--- src/rtl/id_stage_if.sv ---
// id_stage_if: handshake and decoded-operation bus around the ID stage.
//   IF -> ID : if_valid, if_pc, if_inst, id_ready (returned by ID)
//   ID -> EX : id_valid, ex_ready (returned by EX), id_pc, id_aluop,
//              id_opnd1, id_opnd2, id_store_data, id_wd, id_wreg,
//              id_mem_rd, id_mem_wr, id_illegal
// master = the ID stage itself; slave = the surrounding IF/EX environment.
interface id_stage_if #(
    parameter int DW = 32,
    parameter int AW = 5
);
    logic          if_valid;
    logic [DW-1:0] if_pc;
    logic [31:0]   if_inst;
    logic          id_ready;

    logic          id_valid;
    logic          ex_ready;
    logic [DW-1:0] id_pc;
    logic [3:0]    id_aluop;
    logic [DW-1:0] id_opnd1;
    logic [DW-1:0] id_opnd2;
    logic [DW-1:0] id_store_data;
    logic [AW-1:0] id_wd;
    logic          id_wreg;
    logic          id_mem_rd;
    logic          id_mem_wr;
    logic          id_illegal;

    modport master (
        input  if_valid, if_pc, if_inst, ex_ready,
        output id_ready, id_valid, id_pc, id_aluop, id_opnd1, id_opnd2,
               id_store_data, id_wd, id_wreg, id_mem_rd, id_mem_wr, id_illegal
    );

    modport slave (
        output if_valid, if_pc, if_inst, ex_ready,
        input  id_ready, id_valid, id_pc, id_aluop, id_opnd1, id_opnd2,
               id_store_data, id_wd, id_wreg, id_mem_rd, id_mem_wr, id_illegal
    );
endinterface

--- src/rtl/id_stage.sv ---
// id_stage: instruction-decode stage of the 5-stage MIPS-subset pipeline.
// Ports:
//   clk, rst            clock, synchronous active-high reset
//   bus (master)        IF->ID and ID->EX handshakes plus decoded outputs
//   re1/raddr1/rdata1   regfile read port 1 (registered read, 1-cycle latency)
//   re2/raddr2/rdata2   regfile read port 2
//   ex_fwd_*            result being produced in EX, ex_is_load marks an LW
//   mem_fwd_*           result sitting in MEM
// A one-entry stage: EMPTY/FULL state plus a bank of decoded fields. Operands
// are resolved combinationally from the regfile data and the forwarding paths.
module id_stage #(
    parameter int DW = 32,
    parameter int AW = 5
) (
    input  logic          clk,
    input  logic          rst,
    id_stage_if.master    bus,
    output logic          re1,
    output logic [AW-1:0] raddr1,
    input  logic [DW-1:0] rdata1,
    output logic          re2,
    output logic [AW-1:0] raddr2,
    input  logic [DW-1:0] rdata2,
    input  logic          ex_fwd_we,
    input  logic [AW-1:0] ex_fwd_waddr,
    input  logic [DW-1:0] ex_fwd_wdata,
    input  logic          ex_is_load,
    input  logic          mem_fwd_we,
    input  logic [AW-1:0] mem_fwd_waddr,
    input  logic [DW-1:0] mem_fwd_wdata
);

    localparam logic [3:0] ALU_NOP = 4'd0;
    localparam logic [3:0] ALU_OR  = 4'd1;
    localparam logic [3:0] ALU_AND = 4'd2;
    localparam logic [3:0] ALU_XOR = 4'd3;
    localparam logic [3:0] ALU_ADD = 4'd4;
    localparam logic [3:0] ALU_SUB = 4'd5;
    localparam logic [3:0] ALU_SLT = 4'd6;
    localparam logic [3:0] ALU_LUI = 4'd7;

    typedef enum logic {EMPTY, FULL} state_t;

    state_t        state;
    logic [DW-1:0] pc_q;
    logic [AW-1:0] rs_q, rt_q, wd_q;
    logic [DW-1:0] imm_q;
    logic [3:0]    aluop_q;
    logic          wreg_q, mem_rd_q, mem_wr_q, illegal_q;
    logic          use_rs_q, use_rt_q, use_imm_q;

    logic [5:0]    op, funct;
    logic [AW-1:0] f_rs, f_rt, f_rd;
    logic [DW-1:0] d_imm;
    logic [AW-1:0] d_wd;
    logic [3:0]    d_aluop;
    logic          d_wreg, d_mem_rd, d_mem_wr, d_illegal;
    logic          d_use_rs, d_use_rt, d_use_imm;

    logic          load_use, valid, ready, accept, fire;
    logic [DW-1:0] src1, src2;

    assign op    = bus.if_inst[31:26];
    assign funct = bus.if_inst[5:0];
    assign f_rs  = bus.if_inst[25:21];
    assign f_rt  = bus.if_inst[20:16];
    assign f_rd  = bus.if_inst[15:11];

    // Decode of the incoming instruction word; the result is only captured on accept.
    always_comb begin
        d_aluop   = ALU_NOP;
        d_imm     = '0;
        d_wd      = '0;
        d_wreg    = 1'b0;
        d_mem_rd  = 1'b0;
        d_mem_wr  = 1'b0;
        d_illegal = 1'b0;
        d_use_rs  = 1'b0;
        d_use_rt  = 1'b0;
        d_use_imm = 1'b0;
        case (op)
            6'h00: begin
                d_use_rs = 1'b1;
                d_use_rt = 1'b1;
                d_wd     = f_rd;
                d_wreg   = 1'b1;
                case (funct)
                    6'h25:   d_aluop = ALU_OR;
                    6'h24:   d_aluop = ALU_AND;
                    6'h26:   d_aluop = ALU_XOR;
                    6'h21:   d_aluop = ALU_ADD;
                    6'h23:   d_aluop = ALU_SUB;
                    6'h2A:   d_aluop = ALU_SLT;
                    default: d_illegal = 1'b1;
                endcase
            end
            6'h0D, 6'h0C, 6'h0E: begin
                d_aluop   = (op == 6'h0D) ? ALU_OR : (op == 6'h0C) ? ALU_AND : ALU_XOR;
                d_use_rs  = 1'b1;
                d_use_imm = 1'b1;
                d_imm     = {{(DW-16){1'b0}}, bus.if_inst[15:0]};
                d_wd      = f_rt;
                d_wreg    = 1'b1;
            end
            6'h09, 6'h23: begin
                d_aluop   = ALU_ADD;
                d_use_rs  = 1'b1;
                d_use_imm = 1'b1;
                d_imm     = {{(DW-16){bus.if_inst[15]}}, bus.if_inst[15:0]};
                d_wd      = f_rt;
                d_wreg    = 1'b1;
                d_mem_rd  = (op == 6'h23);
            end
            6'h0F: begin
                d_aluop   = ALU_LUI;
                d_use_imm = 1'b1;
                d_imm     = {bus.if_inst[15:0], {(DW-16){1'b0}}};
                d_wd      = f_rt;
                d_wreg    = 1'b1;
            end
            6'h2B: begin
                d_aluop   = ALU_ADD;
                d_use_rs  = 1'b1;
                d_use_rt  = 1'b1;
                d_use_imm = 1'b1;
                d_imm     = {{(DW-16){bus.if_inst[15]}}, bus.if_inst[15:0]};
                d_mem_wr  = 1'b1;
            end
            default: d_illegal = 1'b1;
        endcase
        // An illegal instruction still flows down the pipe, but as a pure no-op.
        if (d_illegal) begin
            d_aluop   = ALU_NOP;
            d_wd      = '0;
            d_wreg    = 1'b0;
            d_mem_rd  = 1'b0;
            d_mem_wr  = 1'b0;
            d_use_rs  = 1'b0;
            d_use_rt  = 1'b0;
            d_use_imm = 1'b0;
            d_imm     = '0;
        end
        if (d_wd == '0) begin
            d_wreg = 1'b0;
        end
    end

    // A load in EX cannot forward yet, so a dependent held instruction must wait.
    assign load_use = (state == FULL) && ex_is_load && ex_fwd_we && (ex_fwd_waddr != '0) &&
                      ((use_rs_q && ex_fwd_waddr == rs_q) || (use_rt_q && ex_fwd_waddr == rt_q));
    assign valid  = (state == FULL) && !load_use;
    assign ready  = (state == EMPTY) || (valid && bus.ex_ready);
    assign accept = bus.if_valid && ready;
    assign fire   = valid && bus.ex_ready;

    // Read addresses follow the incoming word on accept, else the held fields, so a
    // held instruction re-reads every cycle and sees writes retiring meanwhile.
    assign raddr1 = accept ? f_rs : rs_q;
    assign raddr2 = accept ? f_rt : rt_q;
    assign re1    = !rst && (accept ? d_use_rs : use_rs_q);
    assign re2    = !rst && (accept ? d_use_rt : use_rt_q);

    function automatic logic [DW-1:0] resolve(
        input logic [AW-1:0] a,   input logic [DW-1:0] rd,
        input logic          xwe, input logic [AW-1:0] xa, input logic [DW-1:0] xd,
        input logic          mwe, input logic [AW-1:0] ma, input logic [DW-1:0] md
    );
        if (a == '0)                 return '0;
        else if (xwe && xa == a)     return xd;
        else if (mwe && ma == a)     return md;
        else                         return rd;
    endfunction

    assign src1 = resolve(rs_q, rdata1, ex_fwd_we, ex_fwd_waddr, ex_fwd_wdata,
                          mem_fwd_we, mem_fwd_waddr, mem_fwd_wdata);
    assign src2 = resolve(rt_q, rdata2, ex_fwd_we, ex_fwd_waddr, ex_fwd_wdata,
                          mem_fwd_we, mem_fwd_waddr, mem_fwd_wdata);

    always_ff @(posedge clk) begin
        if (rst) begin
            state     <= EMPTY;
            pc_q      <= '0;
            rs_q      <= '0;
            rt_q      <= '0;
            wd_q      <= '0;
            imm_q     <= '0;
            aluop_q   <= ALU_NOP;
            wreg_q    <= 1'b0;
            mem_rd_q  <= 1'b0;
            mem_wr_q  <= 1'b0;
            illegal_q <= 1'b0;
            use_rs_q  <= 1'b0;
            use_rt_q  <= 1'b0;
            use_imm_q <= 1'b0;
        end else if (accept) begin
            state     <= FULL;
            pc_q      <= bus.if_pc;
            rs_q      <= f_rs;
            rt_q      <= f_rt;
            wd_q      <= d_wd;
            imm_q     <= d_imm;
            aluop_q   <= d_aluop;
            wreg_q    <= d_wreg;
            mem_rd_q  <= d_mem_rd;
            mem_wr_q  <= d_mem_wr;
            illegal_q <= d_illegal;
            use_rs_q  <= d_use_rs;
            use_rt_q  <= d_use_rt;
            use_imm_q <= d_use_imm;
        end else if (fire) begin
            state <= EMPTY;
        end
    end

    assign bus.id_ready      = ready;
    assign bus.id_valid      = valid;
    assign bus.id_pc         = pc_q;
    assign bus.id_aluop      = aluop_q;
    assign bus.id_opnd1      = use_rs_q ? src1 : '0;
    assign bus.id_opnd2      = use_imm_q ? imm_q : (use_rt_q ? src2 : '0);
    assign bus.id_store_data = use_rt_q ? src2 : '0;
    assign bus.id_wd         = wd_q;
    assign bus.id_wreg       = wreg_q;
    assign bus.id_mem_rd     = mem_rd_q;
    assign bus.id_mem_wr     = mem_wr_q;
    assign bus.id_illegal    = illegal_q;

endmodule
--- src/flat_wrapper.sv ---
// flat-port wrapper written by rule: the top's interface ports become plain ports
module id_stage_flat 
#(
    parameter int DW = 32,
    parameter int AW = 5
)
  (clk, rst, re1, raddr1, rdata1, re2, raddr2, rdata2, ex_fwd_we, ex_fwd_waddr, ex_fwd_wdata, ex_is_load, mem_fwd_we, mem_fwd_waddr, mem_fwd_wdata, bus_if_valid, bus_if_pc, bus_if_inst, bus_ex_ready, bus_id_ready, bus_id_valid, bus_id_pc, bus_id_aluop, bus_id_opnd1, bus_id_opnd2, bus_id_store_data, bus_id_wd, bus_id_wreg, bus_id_mem_rd, bus_id_mem_wr, bus_id_illegal);
  id_stage_if #(.DW(DW), .AW(AW)) bus_i ();
  input  logic clk;
  input  logic rst;
  output logic re1;
  output logic [AW-1:0] raddr1;
  input  logic [DW-1:0] rdata1;
  output logic re2;
  output logic [AW-1:0] raddr2;
  input  logic [DW-1:0] rdata2;
  input  logic ex_fwd_we;
  input  logic [AW-1:0] ex_fwd_waddr;
  input  logic [DW-1:0] ex_fwd_wdata;
  input  logic ex_is_load;
  input  logic mem_fwd_we;
  input  logic [AW-1:0] mem_fwd_waddr;
  input  logic [DW-1:0] mem_fwd_wdata;
  input wire logic [$bits(bus_i.if_valid)-1:0] bus_if_valid;
  input wire logic [$bits(bus_i.if_pc)-1:0] bus_if_pc;
  input wire logic [$bits(bus_i.if_inst)-1:0] bus_if_inst;
  input wire logic [$bits(bus_i.ex_ready)-1:0] bus_ex_ready;
  output wire logic [$bits(bus_i.id_ready)-1:0] bus_id_ready;
  output wire logic [$bits(bus_i.id_valid)-1:0] bus_id_valid;
  output wire logic [$bits(bus_i.id_pc)-1:0] bus_id_pc;
  output wire logic [$bits(bus_i.id_aluop)-1:0] bus_id_aluop;
  output wire logic [$bits(bus_i.id_opnd1)-1:0] bus_id_opnd1;
  output wire logic [$bits(bus_i.id_opnd2)-1:0] bus_id_opnd2;
  output wire logic [$bits(bus_i.id_store_data)-1:0] bus_id_store_data;
  output wire logic [$bits(bus_i.id_wd)-1:0] bus_id_wd;
  output wire logic [$bits(bus_i.id_wreg)-1:0] bus_id_wreg;
  output wire logic [$bits(bus_i.id_mem_rd)-1:0] bus_id_mem_rd;
  output wire logic [$bits(bus_i.id_mem_wr)-1:0] bus_id_mem_wr;
  output wire logic [$bits(bus_i.id_illegal)-1:0] bus_id_illegal;
  assign bus_i.if_valid = bus_if_valid;
  assign bus_i.if_pc = bus_if_pc;
  assign bus_i.if_inst = bus_if_inst;
  assign bus_i.ex_ready = bus_ex_ready;
  assign bus_id_ready = bus_i.id_ready;
  assign bus_id_valid = bus_i.id_valid;
  assign bus_id_pc = bus_i.id_pc;
  assign bus_id_aluop = bus_i.id_aluop;
  assign bus_id_opnd1 = bus_i.id_opnd1;
  assign bus_id_opnd2 = bus_i.id_opnd2;
  assign bus_id_store_data = bus_i.id_store_data;
  assign bus_id_wd = bus_i.id_wd;
  assign bus_id_wreg = bus_i.id_wreg;
  assign bus_id_mem_rd = bus_i.id_mem_rd;
  assign bus_id_mem_wr = bus_i.id_mem_wr;
  assign bus_id_illegal = bus_i.id_illegal;
  id_stage #(.DW(DW), .AW(AW)) u_core (.clk(clk), .rst(rst), .bus(bus_i), .re1(re1), .raddr1(raddr1), .rdata1(rdata1), .re2(re2), .raddr2(raddr2), .rdata2(rdata2), .ex_fwd_we(ex_fwd_we), .ex_fwd_waddr(ex_fwd_waddr), .ex_fwd_wdata(ex_fwd_wdata), .ex_is_load(ex_is_load), .mem_fwd_we(mem_fwd_we), .mem_fwd_waddr(mem_fwd_waddr), .mem_fwd_wdata(mem_fwd_wdata));
endmodule
--- config.mk ---
export PLATFORM = sky130hd
export DESIGN_NAME = id_stage_flat
export DESIGN_NICKNAME = d
export VERILOG_FILES = /design/src/rtl/id_stage_if.sv /design/src/rtl/id_stage.sv /design/src/flat_wrapper.sv
export SDC_FILE = /design/constraint.sdc
export NUM_CORES = 1
export LEC_CHECK = 0
export ABC_AREA = 1
export BUFFER_PORTS_ARGS = -buffer_cell sky130_fd_sc_hd__buf_2
export CAP_MARGIN = 10
export CELL_PAD_IN_SITES_DETAIL_PLACEMENT = 0
export CELL_PAD_IN_SITES_GLOBAL_PLACEMENT = 1
export CORE_MARGIN = 1
export CORE_UTILIZATION = 28
export CTS_CLUSTER_DIAMETER = 120
export DETAILED_ROUTE_END_ITERATION = 10
export PLACE_DENSITY_LB_ADDON = 0.1
export SKIP_LAST_GASP = 1
export SLEW_MARGIN = 20
export SYNTH_ARGS = -nofsm -noshare
export SYNTH_HDL_FRONTEND = slang
export SYNTH_SLANG_ARGS = --single-unit
--- constraint.sdc ---
create_clock -name clk -period 2.05 [get_ports clk]
set_input_delay 0.1025 -clock clk [delete_from_list [all_inputs] [get_ports clk]]
set_output_delay 0.1025 -clock clk [all_outputs]
set_load 0.02 [all_outputs]
==> key figures <==
Outcome
  • Status: complete, but fails checks
  • Failing checks: setup timing

Timing
  • Post-Route Skew: between 0.007 and 0.008 ns
  • RSZ-0062 raised after global routing: yes
  • Worst-Margin Slew: 0.5822 ns
  • Setup ws final: -0.2704 ns
  • Fin crit share: 1.132
  • Min Hold Slack: roughly 0.0071 ns
  • Slew margin rel.: 0.6119
  • Tmin final: roughly 2.3 ns
  • Finish-stage setup viols: ~110
  • Peak Freq: around 0.43 GHz
  • Max-slew violations: 0
  • Hold Fails Final Rpt: 0
  • Setup tns final: -13.66 ns

Layout
  • Final net count: 1644
  • Multi-input gate area in the final layout: around 0.0049 mm²
  • Post-layout util: 0.5671
  • FF/Latch Area: approximately 0.0018 mm²
  • P&R area growth vs syn: 99.08%
  • Share of layout cells above drive strength 1: 0.5403
  • Filler Cells Inserted: 2054

Route
  • Starting DRT DRC Count: between 300 and 400
  • DR WL/cell: 18.52 µm
  • ANT nets after route: 0
  • Vias: around 8400
  • Drt total wl: around 32 mm
  • Vias per std cell: about 5
  • First-pass detailed-route iteration total: 5
  • # DRC: 0

Die
  • Core Area: 0.02096 mm²
  • Rows: 53
  • Initial core utilization: 0.2849
  • Die height: between 100 and 150 µm
  • Die ar.: about 0.022 mm²
  • Width of the die: between 100 and 150 µm
  • IO Pins: approximately 360

Worst setup path
  • Critical path required time: between 1.5 and 2 ns
  • CP Launch Type: register
  • Worst Setup End Kind: output port
  • Critical path class: reg -> out
  • Max FO, Critical Path: 8
  • Arrival @ worst endpoint: around 2.2 ns

Synth
  • Synth Net Count: 1221
  • Seq/Total Area, Yosys: 0.3018
  • Post-Syn Area: a little under 0.006 mm²
  • Post-synthesis cell count: 1012
  • Syn_area_per_cell: 5.899 µm²
  • Synth warn: 0
  • Yosys cell types: 32
  • Number of synthesized register bits: 90

Global routing
  • Largest net degree at the start of global routing: between 60 and 70
  • Vias in the first global route: between 7000 and 8000
  • Grt total ovfl: 0
  • Initial antenna violation count: 4
  • Wire length of the first global-routing pass: 42.45 mm
  • Total track usage: 0.2507

Clock tree
  • Inserted Clock Buffers: 9
  • Worst skew pair latency: about 0.35 ns
  • H-tree depth: 3
  • CTS clk-pin slew, worst paths: approximately 0.070 ns
  • CTS tree: yes
  • Root buffer cell: clkbuf_16
  • Clock buffer depth: 2
  • TritonCTS Sinks: 90

Placement
  • Placer Congestion: around 0.85
  • Detailed placer's ending HPWL: about 19 mm
  • Port Buffers: between 300 and 400

Power
  • Leak: about 5.7 nW
  • Pwr dens: 466.1 mW/mm²
  • Peak VDD IR: a little over 400 µV
  • Overall Power: 5.539 mW

Min path
  • Hold crit path type: in -> reg

Job
  • Max Cap Viol: 0
## synthesized netlist by cell type
| cell | instances | area [µm²] |
|---|---|---|
| a211oi_1 | 1 | 7.510 |
| nand3_1 | 33 | 165.2 |
| nand4_2 | 1 | 12.51 |
| o21ai_1 | 3 | 15.01 |
| o21bai_1 | 32 | 240.2 |
| xor2_1 | 3 | 26.28 |
| xnor2_1 | 2 | 17.52 |
| nand4_1 | 5 | 31.28 |
| clkbuf_2 | 1 | 5.000 |
| a21boi_0 | 1 | 7.510 |
| a21oi_1 | 112 | 560.5 |
| nor2_2 | 1 | 6.260 |
| a221oi_1 | 2 | 17.52 |
| and3_1 | 1 | 6.260 |
| o31ai_1 | 1 | 7.510 |
| nand2_1 | 183 | 686.9 |
| o21ai_0 | 200 | 1001 |
| clkbuf_1 | 44 | 165.2 |
| o211ai_1 | 1 | 7.510 |
| buf_2 | 21 | 105.1 |
| nand2_2 | 3 | 18.77 |
| dfxtp_1 | 90 | 1802 |
| nand3b_1 | 1 | 7.510 |
| a21oi_4 | 1 | 16.27 |
| inv_1 | 108 | 405.4 |
| buf_4 | 3 | 22.52 |
| conb_1 | 1 | 3.750 |
| o22ai_1 | 2 | 12.51 |
| inv_2 | 3 | 11.26 |
| nand3_2 | 1 | 10.01 |
| nor2_1 | 150 | 563.0 |
| nor3_1 | 1 | 5.000 |
## registers in the layout, summed over array words and instances (netlist names), 3 cells and up
name	flops
u_core.bus.id_pc	32
u_core.rt_q	5
u_core.bus.id_aluop	3
u_core.bus.id_wd	5
u_core.rs_q	5
u_core.imm_q	32
## routing by layer
layer | wire [µm] | GRT usage | part of all wire
met1 | 14020 | 0.3249 | 0.44
met2 | 14960 | 0.4141 | 0.47
met3 | 2123 | 0.06111 | 0.067
met4 | 726 | 0.06340 | 0.023
met5 | 13 | 0 | 0.00041
## power by group
group          switching (mW)  internal [mW]
Clock                   0.738           1.14
Sequential             0.0638           1.85
Combinational           0.963          0.783
Total                    1.77           3.77
## placed cells by master, fill, tap and decap left out, types with 43 or more instances in the layout
cell type  instances
o21ai_2           76
dfxtp_1           80
o21ai_0           62
buf_4             74
inv_1             72
a21oi_1           57
nor2_1           132
buf_6             72
nand2_1          139
buf_2            262
o21ai_1           43
## kinds of logic after synthesis
logic type / Yosys count / synth area share
compound gates: 356 / 0.3171
xor+xnor: 5 / 0.007337
buf+inv: 180 / 0.1197
flops: 90 / 0.3018
other cells: 1 / 0.0006282
simple gates: 380 / 0.2534
## worst paths after layout
path	cells after the start	from	slack, ns	end
hold reg to reg	2	u_core.bus.id_mem_wr$_SDFFE_PP0N_	0.46	u_core.bus.id_mem_wr$_SDFFE_PP0N_
setup / recovery	10	u_core.rt_q[1]$_SDFF_PP0_	-0.27	bus_id_opnd2[19]
setup reg to reg	16	u_core.rs_q[1]$_SDFF_PP0_	0.02	u_core.bus.id_aluop[2]$_SDFFE_PP0N_
hold / removal	3	bus_if_pc[2]	0.007	u_core.bus.id_pc[2]$_SDFFE_PP0N_
## metrics by stage
| step | worst slack (ns) | area [µm²] | instances |
|---|---|---|---|
| after floorplan | 0.1377 | 5969 | 1012 |
| after global placement | 0.03411 | 8194 | 1608 |
| after detailed placement | 0.01676 | 8194 | 1608 |
| after CTS | -0.2071 | 10190 | 1692 |
| after global routing | -0.3460 | 11880 | 1716 |
| final | -0.2704 | 11880 | 1719 |
## what timing repair did
| action | CTS | global route |
|---|---|---|
| endpoints found under the setup margin | 108 | 162 |
| hold endpoints to repair | 24 | 2 |
| hold buffers | 24 | 2 |
| cloned | 15 | 16 |
| gates resized for setup | 312 | 419 |
| setup buffers | 29 | 13 |
| pin swaps | 54 | 99 |
## worst max-delay path, cell delays in order, from the launching register on
cell and delay [ns]:
dfxtp_2 0.34, inv_4 0.06, nor2_1 0.05, a211oi_2 0.25, nand3_2 0.16, buf_12 0.19
buf_16 0.16, o21ai_2 0.17, o21bai_4 0.08, o21ai_0 0.20, buf_4 0.20
## layout make-up
class / count / share of cell area
Clock buffer: 11 / 0.02127
Sequential cell: 90 / 0.1529
Multi-Input combinational cell: 742 / 0.4137
Antenna cell: 4 / 0.0008423
Inverter: 111 / 0.03674
Timing Repair Buffer: 481 / 0.3384
Clock inverter: 5 / 0.007265
Tap cell: 275 / 0.02895
Note: power is estimated with default switching activity, not from simulation.
